### src/rtl/bk_bus_pkg.sv
`default_nettype none
// ============================================================================
// Module      : bk_bus_pkg
// Description : Shared bus constants: vector width and arbiter state codes.
// Revision    : 1.0 - initial release
// ============================================================================
package bk_bus_pkg;

    localparam int VEC_W = 9;

    localparam logic [1:0] c_IDLE  = 2'd0;
    localparam logic [1:0] c_OFFER = 2'd1;
    localparam logic [1:0] c_ACK   = 2'd2;

endpackage
`default_nettype wire

### src/rtl/virq_prio_pick.sv
`default_nettype none
// ============================================================================
// Module      : virq_prio_pick
// Description : Combinational winner select, fixed priority or rotating start.
// Revision    : 1.0 - initial release
// ============================================================================
module virq_prio_pick #(
    parameter int N  = 4,
    parameter int RR = 0,
    parameter int PW = (N > 1) ? $clog2(N) : 1
) (
    input  logic [N-1:0]  i_eligible,
    input  logic [PW-1:0] i_rr_ptr,
    output logic [PW-1:0] o_winner,
    output logic          o_any
);

    localparam logic [PW:0] c_N = (PW + 1)'(N);

    logic [PW-1:0] w_base;
    logic [PW:0]   w_sum;
    logic [PW-1:0] w_pos;

    // Scan from the farthest slot toward the start so the nearest one wins last.
    always_comb begin
        o_winner = '0;
        o_any    = |i_eligible;
        w_base   = (RR != 0) ? i_rr_ptr : '0;
        w_sum    = '0;
        w_pos    = '0;
        for (int k = N - 1; k >= 0; k--) begin
            w_sum = {1'b0, w_base} + (PW + 1)'(k);
            if (w_sum >= c_N) begin
                w_sum = w_sum - c_N;
            end
            w_pos = w_sum[PW-1:0];
            if (i_eligible[w_pos]) begin
                o_winner = w_pos;
            end
        end
    end

endmodule
`default_nettype wire

### src/rtl/virq_arbiter.sv
`default_nettype none
// ============================================================================
// Module      : virq_arbiter
// Description : Shares the CPU vectored-interrupt channel among N peripherals.
// Revision    : 1.0 - initial release
// ============================================================================
module virq_arbiter
    import bk_bus_pkg::*;
#(
    parameter int                 N       = 4,
    parameter logic [N*VEC_W-1:0] VECTORS = {9'o100, 9'o070, 9'o060, 9'o274},
    parameter int                 RR      = 0,
    parameter int                 ACK_TMO = 255
) (
    input  logic             clk_bus,
    input  logic             bus_reset_n,
    input  logic [N-1:0]     virq_req,
    output logic [N-1:0]     virq_ack,
    input  logic [N-1:0]     irq_mask,
    input  logic             cpu_ie,
    output logic             cpu_virq,
    output logic [VEC_W-1:0] cpu_vector,
    input  logic             cpu_iack,
    output logic             busy
);

    localparam int            c_PW   = (N > 1) ? $clog2(N) : 1;
    localparam logic [c_PW-1:0] c_LAST = c_PW'(N - 1);
    localparam logic [7:0]    c_TMO  = 8'(ACK_TMO);

    logic [1:0]       r_state;
    logic [c_PW-1:0]  r_sel;
    logic [c_PW-1:0]  r_rr_ptr;
    logic [7:0]       r_tmo;
    logic             r_iack_d;

    logic [N-1:0]     w_eligible;
    logic [c_PW-1:0]  w_winner;
    logic             w_any;
    logic             w_iack_rise;
    logic             w_req_sel;
    logic [7:0]       w_tmo_inc;

    logic [1:0]       w_state_nxt;
    logic [c_PW-1:0]  w_sel_nxt;
    logic [c_PW-1:0]  w_rr_nxt;
    logic [7:0]       w_tmo_nxt;
    logic [N-1:0]     w_ack_nxt;
    logic             w_virq_nxt;
    logic [VEC_W-1:0] w_vec_nxt;

    assign w_eligible  = virq_req & ~irq_mask;
    assign w_iack_rise = cpu_iack & ~r_iack_d;
    assign w_req_sel   = virq_req[r_sel];
    assign w_tmo_inc   = (r_tmo == 8'hFF) ? r_tmo : r_tmo + 8'd1;

    virq_prio_pick #(
        .N  (N),
        .RR (RR),
        .PW (c_PW)
    ) u_pick (
        .i_eligible (w_eligible),
        .i_rr_ptr   (r_rr_ptr),
        .o_winner   (w_winner),
        .o_any      (w_any)
    );

    always_comb begin
        w_state_nxt = r_state;
        w_sel_nxt   = r_sel;
        w_rr_nxt    = r_rr_ptr;
        w_tmo_nxt   = r_tmo;
        w_ack_nxt   = virq_ack;
        w_virq_nxt  = cpu_virq;
        w_vec_nxt   = cpu_vector;
        case (r_state)
            c_IDLE: begin
                if (cpu_ie && w_any) begin
                    w_sel_nxt   = w_winner;
                    w_vec_nxt   = VECTORS[int'(w_winner) * VEC_W +: VEC_W];
                    w_virq_nxt  = 1'b1;
                    w_state_nxt = c_OFFER;
                end
            end
            c_OFFER: begin
                // An acknowledge edge wins over a same-cycle withdrawal.
                if (w_iack_rise) begin
                    w_ack_nxt        = '0;
                    w_ack_nxt[r_sel] = 1'b1;
                    w_virq_nxt       = 1'b0;
                    w_tmo_nxt        = 8'd0;
                    w_state_nxt      = c_ACK;
                end else if (!w_req_sel) begin
                    w_virq_nxt  = 1'b0;
                    w_state_nxt = c_IDLE;
                end
            end
            c_ACK: begin
                w_tmo_nxt = w_tmo_inc;
                // r_tmo != 0 guarantees at least two ack cycles; timeout gives ACK_TMO.
                if ((!w_req_sel && r_tmo != 8'd0) || w_tmo_inc == c_TMO) begin
                    w_ack_nxt   = '0;
                    w_state_nxt = c_IDLE;
                    if (RR != 0) begin
                        w_rr_nxt = (r_sel == c_LAST) ? '0 : r_sel + 1'b1;
                    end
                end
            end
            default: begin
                w_ack_nxt   = '0;
                w_virq_nxt  = 1'b0;
                w_state_nxt = c_IDLE;
            end
        endcase
    end

    always_ff @(posedge clk_bus) begin
        if (!bus_reset_n) begin
            r_state    <= c_IDLE;
            r_sel      <= '0;
            r_rr_ptr   <= '0;
            r_tmo      <= 8'd0;
            r_iack_d   <= 1'b0;
            virq_ack   <= '0;
            cpu_virq   <= 1'b0;
            cpu_vector <= '0;
            busy       <= 1'b0;
        end else begin
            r_state    <= w_state_nxt;
            r_sel      <= w_sel_nxt;
            r_rr_ptr   <= w_rr_nxt;
            r_tmo      <= w_tmo_nxt;
            r_iack_d   <= cpu_iack;
            virq_ack   <= w_ack_nxt;
            cpu_virq   <= w_virq_nxt;
            cpu_vector <= w_vec_nxt;
            busy       <= (w_state_nxt != c_IDLE);
        end
    end

endmodule
`default_nettype wire
### config.mk
export PLATFORM = sky130hd
export DESIGN_NAME = virq_arbiter
export DESIGN_NICKNAME = d
export VERILOG_FILES = /design/src/rtl/bk_bus_pkg.sv /design/src/rtl/virq_prio_pick.sv /design/src/rtl/virq_arbiter.sv
export SDC_FILE = /design/constraint.sdc
export NUM_CORES = 1
export LEC_CHECK = 0
export BUFFER_PORTS_ARGS = -buffer_cell sky130_fd_sc_hd__buf_2
export CORE_MARGIN = 5
export CORE_UTILIZATION = 55
export CTS_CLUSTER_DIAMETER = 80
export CTS_CLUSTER_SIZE = 10
export DETAILED_ROUTE_END_ITERATION = 12
export HOLD_SLACK_MARGIN = 0.06
export PLACE_DENSITY = 0.85
export SYNTH_ARGS = -nofsm -noshare
export SYNTH_HDL_FRONTEND = slang
export SYNTH_SLANG_ARGS = --single-unit
### constraint.sdc
create_clock -name clk_bus -period 3.8 [get_ports clk_bus]
set_clock_uncertainty 0.05 [all_clocks]
set_input_delay 0.38 -clock clk_bus [delete_from_list [all_inputs] [get_ports clk_bus]]
set_output_delay 0.38 -clock clk_bus [all_outputs]
set_load 0.02 [all_outputs]
Yosys cells after proc, flatten, opt, wreduce, memory -nomap -nowiden. Cells that the tools add are included.

Flip-flop bits (word level): 28. Input port bits: 12.

$add $sub $neg: 1. Multiply operators: 1. $lt $le $gt $ge: 2. Equal/unequal tests: 8. Shift-type cells: 1. Muxes and demuxes: 23. Bitwise logic cells: 6. Reduce and logical (&&, ||, !) cells: 14.

Operator list (count): $shiftx 36x7->9 const A (1); $eq 8x8->1 const B (2); $mux 2 (8); $mux 8 (2); $pmux 8 s2 (1); $pmux 4 s3 (1); $add 8x1->8 const B (1); $mux 4 (2); $reduce_bool 8->1 (1); $mul 2x4->6 const B (1); $ne 2x2->1 const B (3); $pmux 2 s3 (1); $reduce_and 3->1 (2); $mux 1 (5); $and 4x4->4 (1); $not 4->4 (1); $reduce_and 2->1 (2); $reduce_bool 2->1 (2); $reduce_or 4->1 (1); $logic_and 1x1->1 (3); $lt 2x3->1 const B (1); $ne 3x3->1 const B (1); $not 1->1 (3); $pmux 1 s3 (1); other kinds (9) (9).

Logic depth before layout (Yosys ltp). Gate-level depths: netlist of run 1.

Word-level depth: 8. Depth in mapped cells: 7. Mapped depth without buffers: 7.

By module. A second synthesis of run 1 with hierarchy kept.

Cells, all modules: 162. Area, all modules: 1293.7 µm².

Modules (own cells, without submodules): virq_arbiter (instances 1, cells each 155, area each 1258.7 µm², seq. area each 460.4 µm²); virq_prio_pick (instances 1, cells each 7, area each 35.0 µm², seq. area each 0.0 µm²).

Worst setup path after synthesis of run 1. Ideal clock, no wire load.

Kind: flip-flop to flip-flop. Start: register r_tmo[1]. End: register busy. Library setup time: 0.124 ns. Data arrival time: 1.523 ns. Data required time: 3.626 ns. Path slack: 2.102 ns. Stages on the path, launching flop included: 7. Buffers on the path: 0. Period minus slack after synthesis: 1.698 ns. Path through: dfxtp_1 > ha_1 > nand4_1 > o221ai_1 > a22oi_2 > nor4_2 > o21bai_1.

Word-level cells in the longest chain between the ends: 7. Elaborated cells on any way between the ends: 10. Those cells by class: add/sub: 1; eq/ne: 2; mux: 3; reduce/logical: 4.

RTL lines: start: declaration (line virq_arbiter.sv:34) `logic [7:0] r_tmo;`; start signal: assignment (line virq_arbiter.sv:132) `r_tmo <= w_tmo_nxt;`; $add 8x1->8 or $eq 8x8->1 (tied branches) (line virq_arbiter.sv:55) `assign w_tmo_inc = (r_tmo == 8'hFF) ? r_tmo : r_tmo + 8'd1;`; $mux 8 (line virq_arbiter.sv:55); $eq 8x8->1 (line virq_arbiter.sv:101) `if ((!w_req_sel && r_tmo != 8'd0) || w_tmo_inc == c_TMO) begin`; $logic_or 1x1->1 (*) (line virq_arbiter.sv:101); $mux 2 (*) (line virq_arbiter.sv:101); $pmux 2 s3 (*) (line virq_arbiter.sv:76) `case (r_state)`; $reduce_bool 2->1 (*) (line virq_arbiter.sv:137) `busy <= (w_state_nxt != c_IDLE);`; end signal: assignment (line virq_arbiter.sv:137); end: declaration (line virq_arbiter.sv:24) `output logic busy`.

Mark *: on every way between the ends. The rest lies on a longest branch, timed or not. A chain may end at the register's enable or synchronous reset.

Worst setup path in the final report of run 1.
Start: register r_state[0]. End: register r_tmo[0].

Word-level cells in the longest chain between the ends: 3. Elaborated cells on any way between the ends: 6. Those cells by class: eq/ne: 3; mux: 1; reduce/logical: 2.

RTL lines: start: declaration (line virq_arbiter.sv:31) `logic [1:0] r_state;`; start signal: assignment (line virq_arbiter.sv:119) `r_state <= c_IDLE;`; start signal: assignment (line virq_arbiter.sv:129) `r_state <= w_state_nxt;`; $eq 2x1->1 or $eq 2x2->1 (tied branches) (line virq_arbiter.sv:76); $ne 2x2->1 (no source line) or $reduce_bool 2->1 (tied branches); $reduce_and 2->1 (no source line).

Several ways; a longest one is shown, not always the timed one.

==> reports/metrics.yaml, run 1 <==
floorplan:
  ios: 27
  core-area_mm2: 0.00245
  dieArea_mm2: 0.00364
  row_count: 18
  die-width_um: 60.3
  die_y_um: 60.3
  initial_utilization_pct: 56.8
grt:
  grt_max_degree: 13
  grt_overflow: 0
  antenna_found_initial: 0
  grt_pass1_wl_um: 5230
  grt_usage_pct: 18.7
  grt_pass1_vias: 1188
synthesis:
  yosysUniqueCellTypes: 50
  syn-cell-area_mm2: 0.00139
  synth_seq_area_share_pct: 33.0
  synth_edf_count: 0
  ys_ff_latch: 23
  synth.most_common_cell: "dfxtp_1"
  netlist_top_cells_count: "dfxtp_1, nor2_1, nand2_1, nor3_1, a21oi_1"
  synth_area_leader_cell: "dfxtp_1"
  synth_top_flop_cell: "dfxtp_1"
  ys_warn_count: 0
  synth_top_area_share_pct: 33.0
  syn_area_per_cell_um2: 8.15
  postSynthCellCount: 171
  synth_area_leaders: "dfxtp_1, nor2_1, nor3_1, nand2_1, a21oi_1"
  async_flop_share_pct: 0
sta:
  setup_tns_ps: 0
  setup_viol: 0
  post-route-period-util_pct: 58.6
  fmax_mhz: 449
  rsz0062_at_grt: "false"
  maxSlewHeadroom_pct: 23.2
  hold_viol_final: 0
  worstMarginPinSlew_ps: 1140
  slew_violations: 0
  period_needed_ps: 2230
  worst_slack_ps: 1570
pwr:
  internal_power_uw: 324
  total_leakage_power_uw: 0.000604
  ir_drop_uv: 214
  switching_share_pct: 29.0
  p_comb_share_pct: 18.0
  seq_power_share_pct: 57.3
  p_per_area_mw_per_mm2: 303
  p_switching_uw: 132
  pwr-share-clk_pct: 24.7
drt:
  antenna_left: 0
  vias: 1277
  drc: 0
  finalWirelength_um: 3110
  wl_per_cell_um: 14.3
  first_pass_iters: 5
  first_iter_violations: 76
  viasPerCell: 5.88
placement:
  gp_congestion: 0.912
  port_buffers: 23
  dpl.hpwl_um: 2420
  dpl_worst_slack_ps: 1580
worst_setup_path:
  path_class: "reg2reg"
  slowest_delay_ps: 940
  crit_path_start_kind: "flip-flop"
  critPathSlowestCell: "nor4bb_1"
  cp.required_ps: 3940
  cp_cell_sequence: "nor4bb_1, nand2b_1, o21ai_0, o21ai_0, nor2_1"
  cpMostUsedCell: "o21ai_0"
  critPathArrivalTime_ps: 2370
  reg2reg_slack_ps: 1570
  path_max_fanout: 9
  critPathCaptureType: "flip-flop"
worst_hold_path:
  hold_class: "in2reg"
clocking:
  ctsResizeCount: 0
  clock_path_buffers: 2
  cts-root-buf: "clkbuf_4"
  cts-htree-levels: 1
  postCtsHoldBufs: 0
  numCtsBuffers: 3
  clock_latency_ps: 310
  cts_tree: "yes"
  cts.sinks: 23
  cts.clk_slew.worst_paths_ps: 130
  cts_setup_buffers: 0
cells_and_area:
  drive_gt1_share_pct: 21.9
  syn2layout_area_growth_pct: 8.08
  num-nets-final: 202
  n_antenna_cell: 0
job:
  maxCapViolCount: 0
status:
  outcome: "finished, final reports clean"
sequential cells by signal (all words and copies together) (netlist names):
register    count
busy            1
cpu_vector      4
cpu_virq        1
r_iack_d        1
r_sel           2
r_state         2
r_tmo           8
virq_ack        4
per-stage QoR:
stage	power [uW]	area, um^2	hold slack, ps	instances	utilization, %
floorplan	329	1400	466	173	-
global placement	347	1480	417	213	60.3
detailed placement	349	1480	422	213	60.3
CTS	457	1510	284	217	61.4
global route	481	1510	288	217	61.4
finish	457	1510	279	217	61.4
power groups by stage:
| stage | Clock, uW | Sequential, uW | Combinational [uW] |
|---|---|---|---|
| floorplan | 0 | 273 | 56.2 |
| global placement | 0 | 267 | 80.0 |
| detailed placement | 0 | 267 | 81.9 |
| CTS | 114 | 262 | 82.4 |
| global route | 126 | 264 | 90.6 |
| finish | 113 | 262 | 82.3 |
final timing paths:
check,from,end,depth (start not counted)
worst max register to register,r_state[0],r_tmo[0],5
worst min register to register,virq_ack[1],virq_ack[1],2
worst min-delay path,cpu_iack,r_iack_d,3
worst max-delay path,r_state[0],r_tmo[0],5
kinds of logic after synthesis:
kind of cell	share of synthesized area, %
muxes	3.32
AOI/OAI and AO/OA	22.7
adders and majority gates	1.80
DFF	33.0
and+or+nand+nor	31.7
other	0.269
buffers and inverters	7.18
final cells by class:
class	count	area, um^2
clock buffer	4	26.3
multi-input combinational	130	841
tap	30	37.5
inverter	7	26.3
fill	215	948
timing repair buffer	23	115
sequential	23	460
worst max-delay path, delay by kind of cell (launching register included):
kind / cells / cell delay (ps)
simple gates: 3 / 1220
flops: 1 / 520
compound gates: 2 / 320
routing by layer:
metal,wire [um],global-route usage [%]
met5,0,0
met1,1380,24.2
met2,1490,32.3
met3,208,2.77
met4,33,5.70
placed cells by master (no fill, tap or decap), types with 3 or more instances in the layout:
cell | netlist | routed
a211oi_1 | 3 | 3
a21oi_1 | 8 | 8
a22oi_1 | 3 | 3
a31oi_1 | 5 | 5
and2_1 | 4 | 4
and3_1 | 3 | 3
buf_2 | 5 | 23
clkbuf_4 | 0 | 3
conb_1 | 1 | 3
dfxtp_1 | 23 | 23
inv_1 | 7 | 7
nand2_1 | 11 | 11
nand2b_1 | 5 | 5
nand3_1 | 4 | 4
nor2_1 | 18 | 18
nor2b_1 | 6 | 6
nor3_1 | 11 | 11
o21ai_0 | 7 | 7
o311ai_1 | 3 | 3
(Power assumes the default switching activity.)
==> run 2: changes to the inputs <==
- CORE_UTILIZATION: 55 -> 49
- PLACE_DENSITY: 0.85 -> 0.81
- clock period: 3.8 -> 2 ns (I/O delays scaled with it)
==> run 2 against run 1 <==
  * Register-to-register slack worse by 1400 ps
  * Core utilization is 4.9 points lower
  * Via count is 1.9% higher
  * Sequential power is 91% higher
  * Setup slack worse by 1400 ps
  * Final cell count is 0.92% higher
  * Critical path depth is 1 higher
  * Critical path type unchanged
  * Largest power group unchanged
==> reports/metrics.yaml, run 2 (synthesis results as in run 1) <==
worst_setup_path:
  r2r_start: "r_tmo[0]"
  crit_path_start_kind: "flip-flop"
  critPathCaptureType: "flip-flop"
  path_class: "reg2reg"
  cp_top_family: "simple AND/OR/NAND/NOR gates"
  cp.required_ps: 2180  # -1760 ps
  crit_start: "r_tmo[0]"
  slowest_delay_ps: 440  # -500 ps
  critPathArrivalTime_ps: 2010  # -360 ps
  cp_num_buf_inv: 0  # unchanged
  critPathSlowestCell: "dfxtp_2"
  r2r_cells: 6  # +1
  reg2reg_slack_ps: 170  # -1410 ps
  cp_cell_sequence: "ha_4, nand4_1, o221ai_2, a22oi_2, nor4_2, o21bai_1"
  timing.rr.end: "busy"
  path_max_fanout: 8  # -1
  cp.depth: 6  # +1
cells_and_area:
  top_regs: "r_tmo x8, cpu_vector x4, virq_ack x4"
  syn2layout_area_growth_pct: 10.7
  fillers: 232  # +7.9%
  layout_commonest_cell: "buf_2"
  final_util_pct: 56.4  # -4.9 points
  largest_reg_flops: 8  # unchanged
  n_antenna_cell: 0  # unchanged
  top_register: "r_tmo"
  ff_latch_area_um2: 463  # +0.54%
  drive_gt1_share_pct: 25.5  # +3.6 points
  fin_cells: 219  # +0.92%
  num-nets-final: 203  # +0.50%
  multi_input_area_um2: 865  # +2.8%
  final_cell_mix: "buf_2, dfxtp_1, nor2_1"
floorplan:
  core-area_mm2: 0.00273  # +11%
  initial_utilization_pct: 51.0  # -5.8 points
  ios: 27  # unchanged
  die_y_um: 63.3  # +5.0%
  dieArea_mm2: 0.00401  # +10%
  die-width_um: 63.3  # +5.0%
  row_count: 19  # +1
worst_hold_path:
  min_from: "cpu_iack"
  hold_depth: 3  # unchanged
  hold_end: "r_iack_d"
  hold_class: "in2reg"
sta:
  slew_violations: 0  # unchanged
  post-route-period-util_pct: 91.6  # +33 points
  rsz0062_at_grt: "false"
  fmax_mhz: 546  # +21%
  period_needed_ps: 1830  # -393 ps
  worst_slack_ps: 167  # -1410 ps
  setup_viol: 0  # unchanged
  setup_tns_ps: 0  # unchanged
  hold_viol_final: 0  # unchanged
grt:
  grt_pass1_wl_um: 5670  # +8.4%
  antenna_found_initial: 0  # unchanged
  met1_usage_pct: 19.8  # -4.4 points
  met3_usage_pct: 4.09  # +1.3 points
  grt_pass1_vias: 1289  # +8.5%
  use_met2_pct: 29.7  # -2.6 points
  busiest_layer: "met2"
  grt_overflow: 0  # unchanged
  grt_usage_pct: 17.1  # -1.6 points
  grt_max_degree: 14  # +1
drt:
  antenna_left: 0  # unchanged
  wl_per_cell_um: 15.5  # +8.0%
  viasPerCell: 5.94  # +0.95%
  first_iter_violations: 113  # +49%
  vias: 1301  # +1.9%
  drc: 0  # unchanged
  finalWirelength_um: 3390  # +9.0%
  first_pass_iters: 4  # -1
pwr:
  power.total_uw: 875  # +92%
  p_per_area_mw_per_mm2: 567  # +87%
  total_leakage_power_uw: 0.000611  # +1.0%
  ir_drop_uv: 392  # +83%
clocking:
  numCtsBuffers: 3  # unchanged
  clock_path_buffers: 2  # unchanged
  cts_tree: "yes"
  cts.sinks: 23  # unchanged
  cts-root-buf: "clkbuf_4"
  clock_latency_ps: 320  # about the same
  cts_setup_buffers: 0  # unchanged
  postCtsHoldBufs: 0  # unchanged
  cts-htree-levels: 1  # unchanged
  cts.clk_slew.worst_paths_ps: 140  # about the same
placement:
  dpl.hpwl_um: 2520  # +4.0%
  place_inst: 215  # +0.94%
  port_buffers: 23  # unchanged
  gp_congestion: 0.923  # +1.2%
  dpl_worst_slack_ps: 43.6  # -1540 ps
status:
  outcome: "finished, final reports clean"
job:
  maxCapViolCount: 0  # unchanged
## run 2: cell type report
class	count	area share, %
timing repair buffer	24	7.95
multi-input combinational	130	56.0
clock inverter	1	0.324
sequential	23	30.0
inverter	7	1.70
clock buffer	3	1.46
tap	31	2.51
## run 2: worst max path at each step
stage / end / slack (ps)
2_1_floorplan: busy / 300
3_3_place_gp: busy / 190
3_5_place_dp: busy / 40
4_1_cts: busy / 30
5_1_grt: busy / 40
6_report: busy / 170
## run 2: where the power goes
group	internal [uW]	switching [uW]	leakage [uW]
sequential	479	21.2	0.000188
combinational	61.0	96.1	0.000405
clock	74.9	144	0.0000177
## run 2: layer usage
layer	part of all wire (%)	wire length, um
met1	41	1390
met2	52	1750
met3	5.7	193
met4	1.7	57
met5	0	0
## run 2: repair_timing
item,CTS,global route
endpoints found under the setup margin,0,10
gates resized for setup,0,6
hold endpoints to repair,0,0
## run 2: metrics by stage
step           cell area (um^2)  hold slack (ps)
3_3_place_gp               1490              415
5_1_grt                    1540              138
2_1_floorplan              1400              302
4_1_cts                    1520              129
3_5_place_dp               1490              421
6_report                   1540              122
## run 2: worst reg2reg max path, stage by stage, from the launching register on
cell	delay (ps)
dfxtp_2	440
ha_4	200
nand4_1	220
o221ai_2	250
a22oi_2	120
nor4_2	340
o21bai_1	110
